## config.mk

```make
export PLATFORM = sky130hd
export DESIGN_NAME = melody_sequencer
export DESIGN_NICKNAME = d
export VERILOG_FILES = /design/src/rtl/melody_sequencer.sv
export SDC_FILE = /design/constraint.sdc
export NUM_CORES = 1
export LEC_CHECK = 0
export CORE_MARGIN = 5
export CORE_UTILIZATION = 43
export CTS_CLUSTER_SIZE = 25
export DETAILED_ROUTE_END_ITERATION = 6
export PLACE_DENSITY = 0.56
export REMOVE_ABC_BUFFERS = 1
export SKIP_LAST_GASP = 1
export SYNTH_ARGS = -nofsm -noshare
export SYNTH_HDL_FRONTEND = slang
export SYNTH_SLANG_ARGS = --single-unit
```

## constraint.sdc

```tcl
create_clock -name clk -period 5.05 [get_ports clk]
set_clock_uncertainty 0.1 [all_clocks]
set_input_delay 1.515 -clock clk [delete_from_list [all_inputs] [get_ports clk]]
set_output_delay 1.515 -clock clk [all_outputs]
set_load 0.1 [all_outputs]
```

## src/rtl/melody_sequencer.sv

```systemverilog
// Score player: bus-programmed note RAM feeding one load strobe per note to the buzzer.
// Optional macro MELODY_TEMPO_SCALE_EN adds TEMPO register 4 that scales note durations.
module melody_sequencer #(
   parameter int MS_CYCLES  = 50000,
   parameter int DEPTH_LOG2 = 6
) (
   input  logic        clk,
   input  logic        rst,
   input  logic [7:0]  addrIn,
   input  logic [7:0]  addrOut,
   input  logic [3:0]  sizeDecode,
   input  logic [31:0] dataIn,
   output logic [31:0] dataOut,
   input  logic        noteBusy,
   output logic        noteLoad,
   output logic [3:0]  noteOut,
   output logic [15:0] timeOut
);

   localparam int DEPTH = 1 << DEPTH_LOG2;
   localparam int LW    = DEPTH_LOG2 + 1;
   localparam int PW    = (MS_CYCLES > 1) ? $clog2(MS_CYCLES) : 1;

   typedef enum logic [2:0] {
      S_IDLE, S_FETCH, S_LOAD, S_ACK, S_PLAY, S_GAP, S_NEXT, S_END
   } state_t;

   state_t                r_state;
   logic [DEPTH_LOG2-1:0] r_idx;
   logic                  r_done;
   logic                  r_loop;
   logic [LW-1:0]         r_len;
   logic [15:0]           r_gap;
   logic [15:0]           r_gap_cnt;
   logic [PW-1:0]         r_pre;
   logic                  r_note_load;
   logic [3:0]            r_note;
   logic [15:0]           r_time;
   logic [31:0]           r_dout;
   logic [19:0]           r_ram [DEPTH];
   logic [19:0]           r_entry;

   logic                  w_reg_wr;
   logic                  w_ram_wr;
   logic                  w_ctrl_lo;
   logic                  w_start;
   logic                  w_stop;
   logic [LW-1:0]         w_len_wr;
   logic [19:0]           w_rd;
   logic [15:0]           w_load_time;
   logic [31:0]           w_stat;
   logic [31:0]           w_rdata;
   logic                  w_unused;

   assign w_reg_wr  = !addrIn[7] && (sizeDecode != 4'b0000);
   assign w_ram_wr  = addrIn[7] && (sizeDecode == 4'b1111);
   assign w_ctrl_lo = w_reg_wr && (addrIn[2:0] == 3'd0) && sizeDecode[0];
   assign w_start   = w_ctrl_lo && dataIn[0];
   assign w_stop    = w_ctrl_lo && dataIn[1];
   assign w_len_wr  = (dataIn[LW-1:0] > LW'(DEPTH)) ? LW'(DEPTH) : dataIn[LW-1:0];
   assign w_rd      = r_ram[r_idx];
   assign w_unused  = ^{dataIn[31:20], addrIn[6], addrOut[6:3]};

`ifdef MELODY_TEMPO_SCALE_EN
   logic [7:0]  r_tempo;
   logic [15:0] r_scaled;
   logic [7:0]  w_tempo;
   logic [23:0] w_prod;

   // TEMPO is a 4.4 fixed-point factor; 0 behaves as unity
   assign w_tempo     = (r_tempo == 8'd0) ? 8'd16 : r_tempo;
   assign w_prod      = 24'(w_rd[15:0]) * 24'(w_tempo);
   assign w_load_time = r_scaled;

   always_ff @(posedge clk) begin
      if (r_state == S_FETCH) begin
         r_scaled <= (w_prod[23:20] != 4'd0) ? 16'hFFFF : w_prod[19:4];
      end
   end
`else
   assign w_load_time = r_entry[15:0];
`endif

   // Score RAM is deliberately not reset so a score survives a reset
   always_ff @(posedge clk) begin
      if (w_ram_wr) begin
         r_ram[addrIn[DEPTH_LOG2-1:0]] <= dataIn[19:0];
      end
      if (r_state == S_FETCH) begin
         r_entry <= w_rd;
      end
   end

   always_comb begin
      w_stat = '0;
      w_stat[0] = (r_state != S_IDLE);
      w_stat[1] = (r_state == S_GAP);
      w_stat[8 +: DEPTH_LOG2] = r_idx;
      w_stat[16] = r_done;
   end

   always_comb begin
      w_rdata = '0;
      if (!addrOut[7]) begin
         case (addrOut[2:0])
            3'd0: w_rdata[2] = r_loop;
            3'd1: w_rdata[LW-1:0] = r_len;
            3'd2: w_rdata[15:0] = r_gap;
            3'd3: w_rdata = w_stat;
`ifdef MELODY_TEMPO_SCALE_EN
            3'd4: w_rdata[7:0] = r_tempo;
`endif
            default: w_rdata = '0;
         endcase
      end
   end

   always_ff @(posedge clk or posedge rst) begin
      if (rst) begin
         r_state     <= S_IDLE;
         r_idx       <= '0;
         r_done      <= 1'b0;
         r_loop      <= 1'b0;
         r_len       <= '0;
         r_gap       <= '0;
         r_gap_cnt   <= '0;
         r_pre       <= '0;
         r_note_load <= 1'b0;
         r_note      <= '0;
         r_time      <= '0;
         r_dout      <= '0;
`ifdef MELODY_TEMPO_SCALE_EN
         r_tempo     <= 8'd16;
`endif
      end else begin
         r_note_load <= 1'b0;
         r_dout      <= w_rdata;
         if (w_reg_wr) begin
            case (addrIn[2:0])
               3'd0: if (sizeDecode[0]) r_loop <= dataIn[2];
               3'd1: if (sizeDecode[0]) r_len <= w_len_wr;
               3'd2: begin
                  if (sizeDecode[0]) r_gap[7:0]  <= dataIn[7:0];
                  if (sizeDecode[1]) r_gap[15:8] <= dataIn[15:8];
               end
`ifdef MELODY_TEMPO_SCALE_EN
               3'd4: if (sizeDecode[0]) r_tempo <= dataIn[7:0];
`endif
               default: ;
            endcase
         end
         // STOP wins over START and every state; a running note is silenced with a 0/0 load
         if (w_stop) begin
            r_state <= S_IDLE;
            if (r_state != S_IDLE) begin
               r_note_load <= 1'b1;
               r_note      <= '0;
               r_time      <= '0;
            end
         end else begin
            case (r_state)
               S_IDLE: if (w_start) begin
                  if (r_len != '0) begin
                     r_state <= S_FETCH;
                     r_idx   <= '0;
                     r_done  <= 1'b0;
                  end else begin
                     r_done  <= 1'b1;
                  end
               end
               S_FETCH: r_state <= S_LOAD;
               S_LOAD: begin
                  if (r_entry[15:0] == 16'd0) begin
                     r_state <= S_END;
                  end else begin
                     r_note      <= r_entry[19:16];
                     r_time      <= w_load_time;
                     r_note_load <= 1'b1;
                     r_state     <= S_ACK;
                  end
               end
               S_ACK: r_state <= S_PLAY;
               S_PLAY: if (!noteBusy) begin
                  if (r_gap != 16'd0) begin
                     r_state   <= S_GAP;
                     r_gap_cnt <= r_gap;
                     r_pre     <= '0;
                  end else begin
                     r_state   <= S_NEXT;
                  end
               end
               S_GAP: begin
                  if (r_pre == PW'(MS_CYCLES - 1)) begin
                     r_pre     <= '0;
                     r_gap_cnt <= r_gap_cnt - 16'd1;
                     if (r_gap_cnt == 16'd1) r_state <= S_NEXT;
                  end else begin
                     r_pre <= r_pre + PW'(1);
                  end
               end
               S_NEXT: begin
                  if (LW'(r_idx) + LW'(1) >= r_len) begin
                     r_state <= S_END;
                  end else begin
                     r_idx   <= r_idx + DEPTH_LOG2'(1);
                     r_state <= S_FETCH;
                  end
               end
               S_END: begin
                  if (r_loop) begin
                     r_idx   <= '0;
                     r_state <= S_FETCH;
                  end else begin
                     r_done  <= 1'b1;
                     r_state <= S_IDLE;
                  end
               end
               default: r_state <= S_IDLE;
            endcase
         end
      end
   end

   assign dataOut  = r_dout;
   assign noteLoad = r_note_load;
   assign noteOut  = r_note;
   assign timeOut  = r_time;

endmodule

```

==> run metrics, run 1 <==
Critical Path, Cell by Cell nand2_1 -> inv_1 -> nand4_1 -> xnor2_1 -> ha_1 -> nand3_1 -> o21ai_0 -> a21oi_1 -> o31ai_1 -> mux2_2; fin crit share 82.2%; fin. max-slew vios 0; vias in the first global route 28500; fillcell total 10200; hpwl dp 85800 um; Slew @ Worst Pin 1.30 ns; Worst Hold Launch r_entry[18]; fin crit period 4.15 ns; Flop pwr share 47.3%; WL per Instance 29.7 um; Vert. Die Dim 366 um; worst endpoint required time 5.63 ns; Max IR drop VDD 0.553 mV; area grow syn2layout 14.8%; Fin Setup TNS 0 ns; Residual DRC 0; GRT Util Overall 20.8%; Synth Area per Inst 19.9 um^2; ys async rst share 7.41%; initial antenna violation count 9; cts repair resizes 0; mapped cell area 54600 um^2; Worst-path clk slew 0.06 ns; leakage power 19.6 nW; switching share of total power 26.4%; R2R Setup Slk 0.90 ns; Post-CTS Setup Inserts 0; Max H-tree Level 4; Comb pwr share 15.8%; Startpoint Class flip-flop; share of cells above drive strength 1 25.3%; root buf cell clkbuf_16; CTS Buffer Depth 3; post-route antenna net violation count 0; Max Cap Viol 0; final setup fails 0; Die Width 366 um; final wirelength 141000 um; row count 130; total gr overflow 0; Setup crit end kind flip-flop; Synth warnings 0; final-stage net count 3033; Starting Density 43.4%; Crit Reg-Reg Endpoint r_idx[0]; Reg2Reg Launch Point r_idx[2]; die area 134000 um^2; Worst Hold End noteOut[2]; Sink Count 1404; routability cong. 0.806; largest net degree at the start of global routing 83; Largest stage delay, worst path 0.97 ns; total CTS buffers 149; WP data arrival 4.73 ns; Via Count 27900; worst r2r path cells 10; cell-internal power 20.9 mW; Netlist cell types 62; Post-synth EDFFs 1300; later-pin clock latency in the skew report 0.77 ns; post-synthesis sequential area ratio 76.2%; placed insts 4465; Core ar. 126000 um^2; clock share of power 36.9%; Buffers on Ports 75; Final Hold Vio Count 0; Primary FF master, synth edfxtp_1; Synth Instances 2740; WS Path Type flip-flop to flip-flop; drt pass-1 iters 6; Slew Limit Headroom 13.2%; synthesized flop and latch total 1404; Worst Hold Class flip-flop to flip-flop; P_sw 7.51 mW; crit path max fanout 17; fmax 241 MHz; first-pass GRT wire length 203000 um; status complete, no violations; fin cells 4738; Hold Buf Count CTS 0; hold depth 2; RSZ-0062 raised after global routing no; CTS tree done; critical path's slowest cell dfrtp_1; total I/O pin count 108; Power per Cell Area 453 nW/um^2; vias per cell 5.88; drt first-iter violations 2700
[kinds of logic after synthesis]
group / after synthesis / share of synthesized area [%]
and+or+nand+nor: 410 / 3.54
buffers and inverters: 199 / 1.84
AOI/OAI and AO/OA: 321 / 3.79
xor gates and xnor gates: 4 / 0.0641
DFF: 1404 / 76.2
adders and majority gates: 11 / 0.252
other: 1 / 0.00686
muxes: 390 / 14.3
[cell usage in the layout, fill, tap and decap left out, types with 16 or more instances in the layout]
cell type | Yosys | final
buf_2 | 36 | 20
buf_4 | 35 | 135
or3_1 | 19 | 19
a21oi_1 | 56 | 55
clkbuf_16 | 0 | 155
clkdlybuf4s50_1 | 0 | 55
o21ai_0 | 78 | 78
clkbuf_1 | 78 | 37
buf_12 | 0 | 16
dfrtp_1 | 104 | 101
a211oi_1 | 17 | 17
nand2_1 | 65 | 65
clkinv_2 | 0 | 18
nor2_1 | 168 | 102
edfxtp_1 | 1300 | 1300
mux2i_1 | 60 | 60
mux2_2 | 19 | 19
nand3_1 | 47 | 47
nor3_1 | 29 | 28
clkinv_1 | 0 | 35
inv_1 | 35 | 34
nor2_2 | 0 | 66
a22oi_1 | 52 | 52
o22ai_1 | 49 | 49
mux4_2 | 311 | 311
[worst max-delay path: cells and delay by family (launching register included)]
| family | cells | cell delay (ns) |
|---|---|---|
| multiplexers | 1 | 0.28 |
| buffers and inverters | 1 | 0.25 |
| AND/OR/NAND/NOR | 3 | 0.99 |
| AO/OA/AOI/OAI | 3 | 0.89 |
| flip-flops | 1 | 0.97 |
| XOR/XNOR | 1 | 0.21 |
| adder cells (fa/ha/maj) | 1 | 0.36 |
[cell type report]
class	instances	area (um^2)	share of cell area, %
sequential	1404	41600	66.4
multi-input combinational	1151	12200	19.5
clock buffer	192	4020	6.40
tap	1650	2060	3.29
timing repair buffer	226	1980	3.16
clock inverter	75	643	1.02
inverter	35	134	0.213
antenna	5	12.5	0.0199
[how the worst max path moves through the flow]
stage / from / to / slack [ns] / depth (start not counted)
2_1_floorplan: r_idx[0] / r_idx[0] / -9.13 / 10
3_3_place_gp: sizeDecode[0] / r_ram[36][13] / 0.49 / 8
3_5_place_dp: sizeDecode[0] / r_ram[36][12] / 0.58 / 8
4_1_cts: timeOut[15] / timeOut[15] / 0.88 / 1
5_1_grt: r_idx[2] / r_idx[0] / 0.51 / 11
6_report: r_idx[2] / r_idx[0] / 0.90 / 10
[sequential cells by signal, indices dropped and copies added (netlist names), 3 cells and up]
name / cells
r_ram: 1280
r_entry: 20
dataOut: 17
r_gap: 16
r_gap_cnt: 16
r_pre: 16
timeOut: 16
r_len: 7
r_idx: 6
noteOut: 4
r_state: 3
[cell usage after synthesis, types with 4 or more instances]
| master | n | area share, % |
|---|---|---|
| buf_6 | 11 | 0.23 |
| buf_2 | 36 | 0.33 |
| nor3b_1 | 5 | 0.069 |
| o22ai_1 | 49 | 0.56 |
| nor2_1 | 168 | 1.2 |
| inv_1 | 35 | 0.24 |
| nand3b_1 | 5 | 0.069 |
| a211oi_1 | 17 | 0.23 |
| a21oi_1 | 56 | 0.51 |
| nand2b_1 | 14 | 0.16 |
| o21ai_0 | 78 | 0.71 |
| buf_4 | 35 | 0.48 |
| o31ai_1 | 5 | 0.069 |
| nor3_1 | 29 | 0.27 |
| nand3_1 | 47 | 0.43 |
| a22o_1 | 4 | 0.064 |
| a22oi_1 | 52 | 0.71 |
| mux2i_1 | 60 | 1.1 |
| a221oi_1 | 15 | 0.24 |
| a31oi_1 | 7 | 0.080 |
| dfrtp_1 | 104 | 4.8 |
| buf_1 | 4 | 0.027 |
| clkbuf_1 | 78 | 0.54 |
| nand4_1 | 9 | 0.10 |
| or3_1 | 19 | 0.22 |
| mux4_2 | 311 | 13 |
| mux2_2 | 19 | 0.39 |
| and3_1 | 10 | 0.11 |
| ha_1 | 11 | 0.25 |
| nor2b_1 | 7 | 0.080 |
| nor4_1 | 15 | 0.17 |
| nand2_1 | 65 | 0.45 |
| edfxtp_1 | 1300 | 71 |
| o221ai_1 | 15 | 0.24 |
[metal layers]
| layer | GRT usage, % | share of wire (%) |
|---|---|---|
| met1 | 30.2 | 43 |
| met5 | 0 | 0.0093 |
| met2 | 32.8 | 47 |
| met4 | 6.29 | 2.7 |
| met3 | 3.60 | 6.8 |
[power groups by stage]
| stage | Clock, mW | Combinational [mW] | Sequential [mW] |
|---|---|---|---|
| 2_1_floorplan | 0 | 2.35 | 14.3 |
| 3_3_place_gp | 0 | 4.45 | 13.6 |
| 3_5_place_dp | 0 | 4.54 | 13.7 |
| 4_1_cts | 10.7 | 4.56 | 13.4 |
| 5_1_grt | 11.2 | 4.84 | 13.5 |
| 6_report | 10.5 | 4.50 | 13.4 |
[through the flow]
| stage | utilization (%) | hold slack, ns | total power [mW] | setup WS [ns] | cell area (um^2) |
|---|---|---|---|---|---|
| floorplan | - | 0.336 | 16.6 | -9.13 | 53800 |
| global placement | 46.1 | 0.356 | 18.1 | 0.491 | 58000 |
| detailed placement | 46.1 | 0.375 | 18.2 | 0.576 | 58000 |
| CTS | 49.8 | 0.394 | 28.7 | 0.881 | 62700 |
| global route | 49.8 | 0.431 | 29.5 | 0.509 | 62700 |
| finish | 49.8 | 0.399 | 28.4 | 0.897 | 62700 |
Power figures use the tool's default switching activity.
==> inputs of run 2 (changes only) <==
- PLACE_DENSITY: 0.56 -> 0.58
- clock period: 5.05 -> 3.35 ns (I/O delays scaled with it)
==> run metrics, run 2 (same netlist as run 1, synthesis figures left out) <==
WL per Instance 29.3 um; Max Cap Viol 0; initial antenna violation count 5; worst slack, placed 0.0349 ns; row count 130; final wirelength 141000 um; CTS Buffer Depth 3; Power per Cell Area 668 nW/um^2; final worst setup slack 0.155 ns; routability cong. 0.900; total gr overflow 0; Largest register FFs 1280; drt pass-1 iters 5; placed insts 4559; die area 134000 um^2; RSZ-0062 raised after global routing no; commonest non-fill, non-tap cell in the layout edfxtp_1; Starting Density 43.4%; worst endpoint required time 3.78 ns; Sink Count 1404; GRT Util Overall 20.9%; post-route cell area 64400 um^2; Fin Setup TNS 0 ns; WP data arrival 3.62 ns; Die Width 366 um; Via Count 28300; Setup crit end kind flip-flop; fin. max-slew vios 0; hpwl dp 87600 um; area grow syn2layout 17.9%; WS Path Type flip-flop to flip-flop; crit path max fanout 58; Worst Hold End r_pre[15]; Slew @ Worst Pin 0.989 ns; Startpoint Class flip-flop; Buffers on Ports 75; fin crit period 3.20 ns; Worst Hold Launch r_pre[15]; CTS tree done; final-stage net count 3123; post-route antenna net violation count 0; worst r2r path cells 8; placed inst area 59700 um^2; Residual DRC 0; R2R Setup Slk 0.15 ns; total I/O pin count 108; final setup fails 0; fin cells 4826; leakage power 20.4 nW; first-pass GRT wire length 205000 um; status complete, no violations; Max IR drop VDD 1.24 mV; vias in the first global route 28900; root buf cell clkbuf_16; fmax 313 MHz; fin crit share 95.4%; Worst-path clk slew 0.06 ns; hold depth 1; vias per cell 5.87; later-pin clock latency in the skew report 0.77 ns; leading cell types in the layout, fill and taps excluded edfxtp_1, mux4_2, buf_4; total CTS buffers 146; Crit Reg-Reg Endpoint r_entry[18]; Post-CTS Setup Inserts 0; share of cells above drive strength 1 29.2%; Final Hold Vio Count 0; Worst Hold Class flip-flop to flip-flop; Reg2Reg Launch Point r_idx[0]; Slew Limit Headroom 34.1%; drt first-iter violations 2900; Vert. Die Dim 366 um; largest net degree at the start of global routing 70; Max H-tree Level 4; Core ar. 126000 um^2
-- run 2: stage by stage --
| stage | total power, mW | hold WS [ns] | util, % |
|---|---|---|---|
| floorplan | 24.2 | 0.336 | - |
| global placement | 27.5 | 0.363 | 47.4 |
| detailed placement | 27.6 | 0.394 | 47.4 |
| CTS | 43.4 | 0.405 | 51.1 |
| global route | 44.7 | 0.420 | 51.1 |
| finish | 43.0 | 0.414 | 51.2 |
-- run 2: what timing repair did --
item | 4_1_cts | 5_1_grt
endpoints found under the setup margin | 0 | 1
resized for setup | 0 | 1
hold endpoints to repair | 0 | 0
hold buffers | 0 | 0
-- run 2: area by class of cell --
cell class	count	area (um^2)
diodes	7	17.5
clock buffers	172	3760
clock inverters	88	898
fillers	9964	61500
inverters	35	134
multi-input cells	1151	12300
flip-flops and latches	1404	41600
well taps	1650	2060
repair buffers	319	3630
-- run 2: where the power goes --
part / switching (mW) / total (mW) / internal [mW]
Combinational: 4.18 / 7.11 / 2.93
Clock: 6.80 / 15.8 / 9.03
Sequential: 0.507 / 20.1 / 19.6
Total: 11.5 / 43.0 / 31.6
-- run 2: routing by layer --
metal	part of all wire, %	track usage, %	vias to the layer above
met2	49	34.2	1114
met5	0	0	-
met3	7.7	4.63	175
li1	-	-	11900
met1	42	29.3	15100
met4	1.6	4.38	0
-- run 2: how the worst max path moves through the flow --
stage                   start             to  slack [ns]  cells after the start
global placement     r_idx[0]    r_entry[18]        0.03                      9
finish               r_idx[0]    r_entry[18]        0.15                      8
floorplan            r_idx[0]       r_idx[0]      -10.83                     10
CTS                  r_idx[0]    r_entry[18]        0.05                      9
global route         r_idx[0]    r_entry[18]       0.006                      8
detailed placement  addrIn[0]  r_gap_cnt[14]        0.03                      8
-- run 2: critical path, stage by stage, from the launching register on --
cell and delay, ns:
dfrtp_4 0.59, buf_12 0.22, buf_12 0.41, mux4_2 0.58, or3_1 0.32, o221a_2 0.14, o21ai_1 0.25, buf_4 0.20
nand2_1 0.06
